### config.mk
export PLATFORM = sky130hd
export DESIGN_NAME = mem_arb
export DESIGN_NICKNAME = d
export VERILOG_FILES = /design/src/rtl/mem_arb.sv
export SDC_FILE = /design/constraint.sdc
export NUM_CORES = 1
export LEC_CHECK = 0
export CAP_MARGIN = 10
export CORE_AREA = 2 2 123 125
export CTS_BUF_LIST = sky130_fd_sc_hd__clkbuf_8
export DETAILED_ROUTE_END_ITERATION = 10
export DIE_AREA = 0 0 125 127
export HOLD_SLACK_MARGIN = 0.1
export PLACE_DENSITY = 0.8
export SLEW_MARGIN = 10
export SYNTH_ARGS = -nofsm -noshare
export SYNTH_HDL_FRONTEND = slang
export SYNTH_SLANG_ARGS = --single-unit
### constraint.sdc
create_clock -name clk -period 3.7 [get_ports clk]
set_input_delay 0.74 -clock clk [delete_from_list [all_inputs] [get_ports clk]]
set_output_delay 0.74 -clock clk [all_outputs]
set_load 0.005 [all_outputs]
### src/rtl/mem_arb.sv
// rtl/mem_arb.sv - two-port round-robin memory arbiter with request/response sequencing and timeout
module mem_arb #(
  parameter int ADDR_W  = 32,
  parameter int DATA_W  = 32,
  parameter int TIMEOUT = 255
) (
  input  logic                clk,
  input  logic                rst,
  input  logic                s0_valid,
  output logic                s0_ready,
  input  logic [ADDR_W-1:0]   s0_addr,
  input  logic                s0_wen,
  input  logic [DATA_W-1:0]   s0_wdata,
  input  logic [DATA_W/8-1:0] s0_wmask,
  output logic                s0_resp_valid,
  output logic [DATA_W-1:0]   s0_resp_rdata,
  output logic                s0_resp_err,
  input  logic                s1_valid,
  output logic                s1_ready,
  input  logic [ADDR_W-1:0]   s1_addr,
  input  logic                s1_wen,
  input  logic [DATA_W-1:0]   s1_wdata,
  input  logic [DATA_W/8-1:0] s1_wmask,
  output logic                s1_resp_valid,
  output logic [DATA_W-1:0]   s1_resp_rdata,
  output logic                s1_resp_err,
  output logic                mem_valid,
  input  logic                mem_ready,
  output logic [ADDR_W-1:0]   mem_addr,
  output logic                mem_wen,
  output logic [DATA_W-1:0]   mem_wdata,
  output logic [DATA_W/8-1:0] mem_wmask,
  input  logic                mem_rvalid,
  input  logic [DATA_W-1:0]   mem_rdata
);

  localparam int MASK_W = DATA_W / 8;
  localparam int CNT_W = (TIMEOUT > 0) ? $clog2(TIMEOUT + 1) : 1;
  localparam logic [CNT_W-1:0] CNT_LIMIT = CNT_W'(TIMEOUT);
  localparam bit TIMEOUT_EN = (TIMEOUT != 0);

  typedef enum logic [1:0] {IDLE, REQ, RESP} state_t;

  state_t              state_q;
  logic                owner_q;
  logic                last_grant_q;
  logic [ADDR_W-1:0]   addr_q;
  logic                wen_q;
  logic [DATA_W-1:0]   wdata_q;
  logic [MASK_W-1:0]   wmask_q;
  logic [CNT_W-1:0]    cnt_q;
  logic                mem_valid_q;
  logic                s0_resp_valid_q, s1_resp_valid_q;
  logic                s0_resp_err_q, s1_resp_err_q;
  logic [DATA_W-1:0]   s0_resp_rdata_q, s1_resp_rdata_q;

  logic grant0, grant1;
  logic timeout_hit;
  logic done, done_err;

  // On a tie the port that was not granted last wins.
  always_comb begin
    grant0 = 1'b0;
    grant1 = 1'b0;
    if (state_q == IDLE) begin
      if (s0_valid && s1_valid) begin
        grant0 = last_grant_q;
        grant1 = !last_grant_q;
      end else begin
        grant0 = s0_valid;
        grant1 = s1_valid;
      end
    end
  end

  assign timeout_hit = TIMEOUT_EN && (cnt_q == CNT_LIMIT);

  // A real memory response in the same cycle as the timeout takes priority.
  always_comb begin
    done     = 1'b0;
    done_err = 1'b0;
    case (state_q)
      REQ: begin
        if (timeout_hit) begin
          done     = 1'b1;
          done_err = 1'b1;
        end
      end
      RESP: begin
        if (mem_rvalid) begin
          done = 1'b1;
        end else if (timeout_hit) begin
          done     = 1'b1;
          done_err = 1'b1;
        end
      end
      default: ;
    endcase
  end

  always_ff @(posedge clk) begin
    if (!rst) begin
      state_q         <= IDLE;
      owner_q         <= 1'b0;
      last_grant_q    <= 1'b1;
      addr_q          <= '0;
      wen_q           <= 1'b0;
      wdata_q         <= '0;
      wmask_q         <= '0;
      cnt_q           <= '0;
      mem_valid_q     <= 1'b0;
      s0_resp_valid_q <= 1'b0;
      s1_resp_valid_q <= 1'b0;
      s0_resp_err_q   <= 1'b0;
      s1_resp_err_q   <= 1'b0;
      s0_resp_rdata_q <= '0;
      s1_resp_rdata_q <= '0;
    end else begin
      s0_resp_valid_q <= done && !owner_q;
      s1_resp_valid_q <= done && owner_q;
      s0_resp_err_q   <= done && done_err && !owner_q;
      s1_resp_err_q   <= done && done_err && owner_q;
      s0_resp_rdata_q <= (done && !done_err && !wen_q && !owner_q) ? mem_rdata : '0;
      s1_resp_rdata_q <= (done && !done_err && !wen_q && owner_q) ? mem_rdata : '0;
      case (state_q)
        IDLE: begin
          if (grant0 || grant1) begin
            addr_q       <= grant1 ? s1_addr : s0_addr;
            wen_q        <= grant1 ? s1_wen : s0_wen;
            wdata_q      <= grant1 ? s1_wdata : s0_wdata;
            wmask_q      <= grant1 ? s1_wmask : s0_wmask;
            owner_q      <= grant1;
            last_grant_q <= grant1;
            cnt_q        <= '0;
            mem_valid_q  <= 1'b1;
            state_q      <= REQ;
          end
        end
        REQ: begin
          if (cnt_q != '1) cnt_q <= cnt_q + 1'b1;
          if (done) begin
            mem_valid_q <= 1'b0;
            state_q     <= IDLE;
          end else if (mem_ready) begin
            mem_valid_q <= 1'b0;
            state_q     <= RESP;
          end
        end
        RESP: begin
          if (cnt_q != '1) cnt_q <= cnt_q + 1'b1;
          if (done) state_q <= IDLE;
        end
        default: state_q <= IDLE;
      endcase
    end
  end

  assign s0_ready      = grant0;
  assign s1_ready      = grant1;
  assign s0_resp_valid = s0_resp_valid_q;
  assign s1_resp_valid = s1_resp_valid_q;
  assign s0_resp_err   = s0_resp_err_q;
  assign s1_resp_err   = s1_resp_err_q;
  assign s0_resp_rdata = s0_resp_rdata_q;
  assign s1_resp_rdata = s1_resp_rdata_q;
  assign mem_valid     = mem_valid_q;
  assign mem_addr      = mem_valid_q ? addr_q : '0;
  assign mem_wen       = mem_valid_q && wen_q;
  assign mem_wdata     = mem_valid_q ? wdata_q : '0;
  assign mem_wmask     = mem_valid_q ? wmask_q : '0;

endmodule

==> results.yml <==
outcome:
  status: "finished, final reports clean"
timing:
  worst_pin_slew_ns: 1.15
  grt_setup_unrepaired: "no"
  period_share: 0.829
  finalCriticalPeriod_ns: 3.07
  finalHoldViolations: 0
  setup_violations: 0
  fin_ws_ns: 0.634
  finalClockSkew_ns: 0.0207
  relSlewSlack: 0.228
  fmax_mhz: 326
  drv_slew: 0
  tns_ns: 0
  hold_slack_ns: 0.491
pwr:
  power.density_nw_per_um2: 505
  p_leak_nw: 3.68
  vdd_drop_max_mv: 0.250
grt:
  grt_pass1_vias: 5685
  grt_antenna_before_repair: 1
  grt-ovfl-total: 0
  grtUsageTotal: 0.241
  grt_max_degree: 71
  grt_first_pass_wirelength_mm: 30.4
setup_path:
  timing.rr.start: "state_q[0]"
  crit_path_top_delay_cell: "clkdlybuf4s50_1"
  worstPathMaxFanout: 5
  path_cells: "clkdlybuf4s50_1 > nand2_1 > a21oi_4 > clkdlybuf4s50_1"
  critPathKind: "input port to output port"
  worst_setup_path_start_kind: "input port"
  cpPeakStageDelay_ns: 0.65
  cp.arrival_ns: 2.33
  crit_top_cell: "clkdlybuf4s50_1"
  timing.critical_path.required_ns: 2.96
  rr_endpoint: "cnt_q[7]"
  rrSetupSlack_ns: 1.07
  cp-end-kind: "output port"
  reg2reg_depth: 7
  path_buf_inv: 2
  path_delay_family: "buffers and inverters"
die:
  std_cell_rows: 44
  pin_count: 316
  dieHeight_um: 127
  die_w_um: 125
  start_util: 0.404
  core-area_um2: 14400
  dieArea_um2: 15900
place:
  port_buffers: 315
  dpl.hpwl_mm: 14.1
  place.gp.congestion: 0.810
  pre_cts_ws_ns: 0.616
  dp_cells: 1011
clock_tree:
  cts_tree: "built"
  cts.clk_slew.worst_paths_ns: 0.08
  clockBufferDepth: 2
  cts_made_buffers: 17
  hold_buffers: 0
  root_buffer: "clkbuf_8"
  clock_latency_ns: 0.44
  post_cts_resized: 0
  cts-htree-levels: 4
  cts_setup_buffers: 0
  clock_sinks: 150
hold_path:
  hold_path_depth: 2
  min_path_type: "flip-flop to flip-flop"
  worstHoldEndpoint: "state_q[0]"
  holdCritStartpoint: "state_q[0]"
yosys:
  syn_avg_cell_area_um2: 10.5
  syn-num-nets: 736
  syn_area_um2: 5830
  ys_seq_elements: 150
  synth-seq-area-share: 0.515
  synth_cells: 556
  synthDistinctLibCells: 35
  yosys_warnings: 0
detailed_routing:
  drt_iter0_drc: 536
  dr.pass1.iters: 8
  drt_wl_total_mm: 19.8
  dr_total_vias: 5628
  ant_nets: 0
  drc: 0
  vias_per_cell: 5.39
  routedWlPerCell_um: 19.0
cells_and_area:
  layout.nets: 1026
  seqCellArea_um2: 3000
  syn2layout_area_growth_pct: 61.3
  multi_input_area_um2: 2530
  fill_cells: 1109
  final_cells: 1044
  drive_above_1_share: 0.0617
job:
  drv_cap: 0
cell type report:
cell class                 count  share of cell area
multi-input combinational    348               0.269
tap                          184              0.0245
sequential                   150               0.319
inverter                       7             0.00279
antenna                        1            0.000266
clock buffer                  18              0.0263
clock inverter                14              0.0172
timing repair buffer         322               0.340
stage by stage:
stage / instance area, um2 / power [W] / util
CTS: 9400 / 0.00478 / 0.652
global route: 9400 / 0.00500 / 0.652
finish: 9400 / 0.00475 / 0.652
floorplan: 5830 / 0.00284 / -
global placement: 8990 / 0.00342 / 0.623
detailed placement: 8990 / 0.00348 / 0.623
power by group:
part / internal [W] / total, W / switching (W)
clock network: 0.000635 / 0.00130 / 0.000666
registers: 0.00182 / 0.00198 / 0.000160
logic: 0.000730 / 0.00147 / 0.000742
total: 0.00318 / 0.00475 / 0.00157
Yosys cell counts (all sizes together):
| library cell | instances | area, um2 |
|---|---|---|
| and2 | 71 | 444 |
| o41ai | 1 | 8.76 |
| nand2 | 10 | 37.5 |
| nor2b | 74 | 463 |
| o32ai | 1 | 8.76 |
| a22oi | 1 | 7.51 |
| o211ai | 3 | 41.3 |
| o311ai | 1 | 8.76 |
| inv | 7 | 26.3 |
| nor3b | 1 | 7.51 |
| o21a | 2 | 15.0 |
| a21oi | 7 | 38.8 |
| nor2 | 11 | 81.3 |
| nand4 | 1 | 21.3 |
| nand3 | 5 | 30.0 |
| xnor2 | 4 | 35.0 |
| buf | 23 | 196 |
| clkbuf | 28 | 105 |
| mux2i | 2 | 20.0 |
| and3 | 64 | 400 |
| o21ai | 7 | 35.0 |
| dfxtp | 150 | 3000 |
| or3 | 2 | 12.5 |
| nor3 | 7 | 40.0 |
| ha | 4 | 50.1 |
| a222oi | 69 | 691 |
worst min-delay path, cell delays in order (launching register included):
cell and delay, ns:
dfxtp_1 0.33, nand2_1 0.06, mux2i_1 0.05
kinds of logic after synthesis:
family	Yosys count	synth area share
AOI/OAI and AO/OA	92	0.147
xor gates and xnor gates	4	0.00601
adders and majority gates	4	0.00859
buffers and inverters	58	0.0562
DFF	150	0.515
muxes	2	0.00344
and+or+nand+nor	246	0.264
placed cells by master, fill, tap and decap left out, drive strengths merged, types with 8 or more instances in the layout:
cell           synthesis  final
inv                    7     14
clkdlybuf4s50          0    314
buf                   23      8
nor2                  11     11
dfxtp                150    150
clkbuf                28     18
and2                  71     71
and3                  64     64
nand2                 10     10
nor2b                 74     74
a222oi                69     69
state kept, by name, summed over array words and instances, names as in the netlist:
| name | flops |
|---|---|
| s1_resp_valid | 1 |
| s0_resp_valid | 1 |
| cnt_q | 8 |
| wen_q | 1 |
| s1_resp_err | 1 |
| mem_valid | 1 |
| s0_resp_err | 1 |
| s1_resp_rdata | 32 |
| s0_resp_rdata | 32 |
| wdata_q | 32 |
| state_q | 2 |
| addr_q | 32 |
| last_grant_q | 1 |
| wmask_q | 4 |
| owner_q | 1 |
per-layer routing:
metal / routed length (um) / vias up / track usage
li1: - / 2609 / -
met1: 7520 / 2704 / 0.274
met2: 9790 / 280 / 0.412
met3: 1870 / 35 / 0.0884
met4: 654 / 0 / 0.101
met5: 0 / - / 0
worst max-delay path by stage:
| stage | endpoint | cells past startpoint | start | slack [ns] |
|---|---|---|---|---|
| global placement | s1_ready | 4 | s1_valid | 0.65 |
| detailed placement | s1_ready | 4 | s1_valid | 0.62 |
| finish | s1_ready | 4 | s1_valid | 0.63 |
| floorplan | s0_ready | 3 | s0_valid | 1.63 |
| global route | s1_ready | 4 | s1_valid | 0.55 |
| CTS | s1_ready | 4 | s1_valid | 0.62 |
Power figures use the tool's default switching activity.
